### src/rtl/oven_timer_if.sv
// oven_timer_if: front-panel keys, oven FSM status and timer outputs of the cook-time sequencer.
interface oven_timer_if #(
    parameter int TIME_W = 12
);
    logic              door;
    logic              heat;
    logic              key_start;
    logic              key_cancel;
    logic              key_add;
    logic              time_load;
    logic [TIME_W-1:0] time_in;
    logic              start;
    logic              finish;
    logic [TIME_W-1:0] remaining;
    logic              tick_sec;
    logic              busy;
    logic              done;

    modport master (
        output door, heat, key_start, key_cancel, key_add, time_load, time_in,
        input  start, finish, remaining, tick_sec, busy, done
    );

    modport slave (
        input  door, heat, key_start, key_cancel, key_add, time_load, time_in,
        output start, finish, remaining, tick_sec, busy, done
    );
endinterface

### src/rtl/oven_timer_ctrl.sv
// oven_timer_ctrl: cook-time sequencer issuing start/finish pulses to the oven FSM.
module oven_timer_ctrl #(
    parameter int CLK_HZ  = 1000,
    parameter int TIME_W  = 12,
    parameter int ADD_SEC = 30
) (
    input  logic         clk,
    input  logic         rst,
    oven_timer_if.slave  bus
);
    localparam int PW = $clog2(CLK_HZ);
    localparam logic [TIME_W-1:0] MAX = '1;

    typedef enum logic [2:0] {IDLE, ARMED, RUN, HOLD, DONE} state_t;

    state_t            state, state_n;
    logic [TIME_W-1:0] rem, rem_n, base, add_sat;
    logic [PW-1:0]     pre, pre_n;
    logic [31:0]       sum;
    logic              tick, start_n, finish_n;

    // a tick is only possible in RUN when neither the door nor cancel takes precedence
    assign tick    = state == RUN && !bus.door && !bus.key_cancel && bus.heat && pre == PW'(CLK_HZ - 1);
    assign base    = tick ? rem - 1'b1 : rem;
    assign sum     = 32'(base) + 32'(ADD_SEC);
    assign add_sat = sum > 32'(MAX) ? MAX : sum[TIME_W-1:0];
    assign bus.remaining = rem;

    always_comb begin
        state_n  = state;
        rem_n    = rem;
        pre_n    = pre;
        start_n  = 1'b0;
        finish_n = 1'b0;
        case (state)
            IDLE: begin
                if (bus.time_load) begin
                    if (bus.time_in != '0) begin
                        rem_n   = bus.time_in;
                        state_n = ARMED;
                    end
                end else if (bus.key_add) begin
                    rem_n   = add_sat;
                    state_n = ARMED;
                end
            end
            ARMED: begin
                if (bus.key_cancel) begin
                    rem_n   = '0;
                    state_n = IDLE;
                end else if (bus.time_load) begin
                    rem_n   = bus.time_in;
                    state_n = bus.time_in == '0 ? IDLE : ARMED;
                end else if (bus.key_add) begin
                    rem_n = add_sat;
                end else if (bus.key_start && !bus.door) begin
                    start_n = 1'b1;
                    pre_n   = '0;
                    state_n = RUN;
                end
            end
            RUN: begin
                if (bus.door) begin
                    state_n = HOLD;
                end else if (bus.key_cancel) begin
                    finish_n = 1'b1;
                    rem_n    = '0;
                    state_n  = IDLE;
                end else begin
                    if (bus.heat) pre_n = tick ? '0 : pre + 1'b1;
                    // an add coinciding with the final tick keeps the oven cooking
                    if (bus.key_add) begin
                        rem_n = add_sat;
                    end else if (tick) begin
                        rem_n = base;
                        if (base == '0) begin
                            finish_n = 1'b1;
                            state_n  = DONE;
                        end
                    end
                end
            end
            HOLD:    state_n = bus.door ? HOLD : RUN;
            DONE:    state_n = bus.door ? IDLE : DONE;
            default: state_n = IDLE;
        endcase
    end

    always_ff @(posedge clk) begin
        if (rst) begin
            state        <= IDLE;
            rem          <= '0;
            pre          <= '0;
            bus.start    <= 1'b0;
            bus.finish   <= 1'b0;
            bus.tick_sec <= 1'b0;
            bus.busy     <= 1'b0;
            bus.done     <= 1'b0;
        end else begin
            state        <= state_n;
            rem          <= rem_n;
            pre          <= pre_n;
            bus.start    <= start_n;
            bus.finish   <= finish_n;
            bus.tick_sec <= tick;
            bus.busy     <= state_n == RUN || state_n == HOLD;
            bus.done     <= state_n == DONE;
        end
    end
endmodule

### src/flat_wrapper.sv
// flat-port wrapper written by rule: the top's interface ports become plain ports
module oven_timer_ctrl_flat 
#(
    parameter int CLK_HZ  = 1000,
    parameter int TIME_W  = 12,
    parameter int ADD_SEC = 30
)
  (clk, rst, bus_door, bus_heat, bus_key_start, bus_key_cancel, bus_key_add, bus_time_load, bus_time_in, bus_start, bus_finish, bus_remaining, bus_tick_sec, bus_busy, bus_done);
  oven_timer_if #(.TIME_W(TIME_W)) bus_i ();
  input  logic clk;
  input  logic rst;
  input wire logic [$bits(bus_i.door)-1:0] bus_door;
  input wire logic [$bits(bus_i.heat)-1:0] bus_heat;
  input wire logic [$bits(bus_i.key_start)-1:0] bus_key_start;
  input wire logic [$bits(bus_i.key_cancel)-1:0] bus_key_cancel;
  input wire logic [$bits(bus_i.key_add)-1:0] bus_key_add;
  input wire logic [$bits(bus_i.time_load)-1:0] bus_time_load;
  input wire logic [$bits(bus_i.time_in)-1:0] bus_time_in;
  output wire logic [$bits(bus_i.start)-1:0] bus_start;
  output wire logic [$bits(bus_i.finish)-1:0] bus_finish;
  output wire logic [$bits(bus_i.remaining)-1:0] bus_remaining;
  output wire logic [$bits(bus_i.tick_sec)-1:0] bus_tick_sec;
  output wire logic [$bits(bus_i.busy)-1:0] bus_busy;
  output wire logic [$bits(bus_i.done)-1:0] bus_done;
  assign bus_i.door = bus_door;
  assign bus_i.heat = bus_heat;
  assign bus_i.key_start = bus_key_start;
  assign bus_i.key_cancel = bus_key_cancel;
  assign bus_i.key_add = bus_key_add;
  assign bus_i.time_load = bus_time_load;
  assign bus_i.time_in = bus_time_in;
  assign bus_start = bus_i.start;
  assign bus_finish = bus_i.finish;
  assign bus_remaining = bus_i.remaining;
  assign bus_tick_sec = bus_i.tick_sec;
  assign bus_busy = bus_i.busy;
  assign bus_done = bus_i.done;
  oven_timer_ctrl #(.CLK_HZ(CLK_HZ), .TIME_W(TIME_W), .ADD_SEC(ADD_SEC)) u_core (.clk(clk), .rst(rst), .bus(bus_i));
endmodule
### config.mk
export PLATFORM = sky130hd
export DESIGN_NAME = oven_timer_ctrl_flat
export DESIGN_NICKNAME = d
export VERILOG_FILES = /design/src/rtl/oven_timer_if.sv /design/src/rtl/oven_timer_ctrl.sv /design/src/flat_wrapper.sv
export SDC_FILE = /design/constraint.sdc
export NUM_CORES = 1
export LEC_CHECK = 0
export BUFFER_PORTS_ARGS = -buffer_cell sky130_fd_sc_hd__buf_2
export CAP_MARGIN = 30
export CORE_ASPECT_RATIO = 2
export CORE_UTILIZATION = 47
export DETAILED_ROUTE_END_ITERATION = 7
export PLACE_DENSITY = 0.68
export SLEW_MARGIN = 20
export SYNTH_ARGS = -nofsm -noshare
export SYNTH_HDL_FRONTEND = slang
export SYNTH_SLANG_ARGS = --single-unit
### constraint.sdc
create_clock -name clk -period 4.3 [get_ports clk]
set_input_delay 0.43 -clock clk [delete_from_list [all_inputs] [get_ports clk]]
set_output_delay 0.43 -clock clk [all_outputs]
set_load 0.01 [all_outputs]
==> impl_results.md <==
- Placed cells: between 400 and 500
- # rows: 37
- Area of the multi-input gates: about 1800 sq um
- Setup_tns: 0 ns
- WS Path Type: reg -> reg
- Synthesized flop and latch total: 30
- Area leader, netlist: dfxtp_1
- Die area: roughly 5700 sq um
- Top FF cell, synth: dfxtp_1
- Sink Count: 30
- Synth Area in Compound Gates: between 20% and 30%
- Routed WL per cell: 17.8 um
- Max_slew headroom: between 40% and 50%
- Area growth, synth to finish: 11.0%
- Combinational power share: 28.6%
- GR Util All Layers: 29.2%
- Worst-path clk slew: 0.07 ns
- Initial Util: 49.0%
- Mapped Area: 2520 sq um
- Setup crit end kind: flip-flop
- Max Freq: approximately 290 MHz
- Pre-antenna DRT Iters: 4
- Chip width: around 54 um
- Worst skew pair latency: about 0.30 ns
- Post-synth ARST share: 0%
- Synth top area share: between 20% and 30%
- Final Max Slew Viols: 0
- First-pass GRT wire length: approximately 12 mm
- Outcome: finished, final reports clean
- Sw Ratio: roughly 36%
- Post-route ant nets: 0
- Synth cell types: between 60 and 70
- Resize count post-CTS: 0
- Most frequent cells in the layout: nor2_1, buf_2, a21oi_1
- Initial antenna violation count: 0
- Commonest non-fill, non-tap cell in the layout: nor2_1
- Clock skew: 0.0105 ns
- Synth Area per Inst: ~7.5 sq um
- Post-route cell area: about 2800 sq um
- Startpoint class of the critical path: flip-flop
- Drt initial violations: ~90
- Hold Path Cell Cnt: 3
- Setup repair after global routing missed its margin: no
- Via count: ~2700
- HPWL after DPL: about 5.6 mm
- Number of post-CTS setup repair buffers: 0
- Final std cells w/o fill: about 420
- Worst EP arrival: approximately 3.7 ns
- Clock network fraction of total power: 31.0%
- ANT cells: 0
- Worst Path Max Fanout: 13
- Clock Path Buffers: 2
- Post-synthesis mux area share: about 2.1%
- Total net switching power: approximately 0.28 mW
- Post-Synth XOR/XNOR Area: around 8.3%
- Worst Path Required: ~4.5 ns
- Maximum VDD drop: 0.000237 V
- Synth Area in Adders: 1.49%
- FF-to-FF path depth: 10
- Reg area: around 600 sq um
- PwrDens: around 280 nW/um^2
- IO Port Bufs: 36
- Slew @ Worst Pin: approximately 0.87 ns
- DRT Wirelength: approximately 7.5 mm
- Clock root cell: clkbuf_8
- Die Span Y: roughly 110 um
- Largest net degree at the start of global routing: 34
- Minimum clock period: approximately 3.5 ns
- EDFF count, synth: 0
- Post-Syn Nets: about 360
- Gr ovfl total: 0
- Fill cells: slightly above 500
- TritonCTS Buffers: 5
- Post-Place Cell Area: between 2000 and 3000 sq um
- Vias in the first global route: between 2000 and 3000
- Fraction of layout cells with a size suffix above 1: roughly 17%
- Simple-gate share of the synthesized area: 32.6%
- Core Region: 5140 sq um
- Layout net count: 386
- CTS H-Tree Depth: 2
- DR DRC count: 0
- Ys Warns: 0
- Ranking of synthesized cells by area: dfxtp_1, nor2_1, a21oi_1
- Leak: 1.11 nW
- Power Internal: roughly 0.5 mW
- Post-Syn Instances: between 300 and 400
- Largest family of logic cells by synthesized area: simple AND/OR/NAND/NOR gates
- CTS tree: done
- Mean number of vias per cell: approximately 6.4
- Max-Cap Viols: 0
- I/O Pins: 37
- Period Utilization, post-route: 81.3%
- Finish-stage setup viols: 0
- Utilization after layout: a little over half
- Hold_buf cts: 0
- Part of the power in registers: approximately two fifths
- Post-synthesis sequential area ratio: a little under a quarter
- Worst hold path type: in -> reg
- Hold Fails Final Rpt: 0
- Routability cong.: ~0.90
[layer usage]
layer | wire [um] | up-vias | track usage (%) | share of wire (%)
met1 | 2770 | 1268 | 30.9 | 37
met2 | 3960 | 109 | 49.0 | 53
met5 | 0 | - | 0 | 0
met4 | 422 | 0 | 20.7 | 5.6
li1 | - | 1289 | - | -
met3 | 373 | 30 | 4.33 | 5.0
[synthesized netlist by cell type, types with 5 or more instances]
library cell,n
nand2_1,24
clkbuf_1,15
nor2b_1,5
o21ai_0,14
nand4_1,8
inv_1,8
a21o_1,5
dfxtp_1,30
nor3_1,10
nor2_1,48
a21oi_1,31
xnor2_1,10
xor2_1,14
nand3_1,12
[metrics by stage]
step	hold WS, ns	setup WS, ns	power [mW]
floorplan	0.477	1.56	0.484
global placement	0.493	0.890	0.551
detailed placement	0.505	0.838	0.549
CTS	0.460	0.921	0.793
global route	0.509	0.675	0.834
finish	0.472	0.806	0.793
[final timing paths]
check	slack [ns]	from	endpoint
max reg2reg	0.81	u_core.state[2]	u_core.bus.busy
max	0.81	u_core.state[2]	u_core.bus.busy
min	0.47	bus_key_cancel	u_core.bus.finish
min reg2reg	0.52	u_core.pre[9]	u_core.pre[9]
[registers in the layout, summed over array words and instances, names as in the netlist]
name and cells:
u_core.bus.remaining 12, u_core.bus.tick_sec 1, u_core.state 3, u_core.bus.finish 1, u_core.pre 10, u_core.bus.busy 1
u_core.bus.start 1, u_core.bus.done 1
[power groups by stage]
| stage | logic (mW) | clock network, mW | registers, mW |
|---|---|---|---|
| after detailed placement | 0.223 | 0 | 0.326 |
| after global placement | 0.225 | 0 | 0.326 |
| after CTS | 0.224 | 0.249 | 0.320 |
| final | 0.227 | 0.246 | 0.321 |
| after floorplan | 0.172 | 0 | 0.313 |
| after global routing | 0.247 | 0.264 | 0.324 |
[logic make-up after synthesis]
family,Yosys count
AO/OA/AOI/OAI,95
XOR/XNOR,24
adder cells (fa/ha/maj),3
buffers and inverters,29
flip-flops,30
multiplexers,5
AND/OR/NAND/NOR,150
[final cells by class]
class,instances,area share (%)
well taps,58,2.60
flip-flops and latches,30,21.5
clock inverters,1,0.179
repair buffers,40,7.52
inverters,9,1.21
clock buffers,7,3.09
multi-input cells,277,63.9
[critical path: stages, from the launching register on]
cell and delay, ns:
dfxtp_1 0.40, nor4b_4 0.30, buf_4 0.24, nand4_1 0.49, buf_4 0.39, o21a_1 0.22
nor2_1 0.29, nand4_1 0.21, or4b_4 0.59, a21oi_2 0.18, nor2_1 0.05
(Power assumes the default switching activity.)
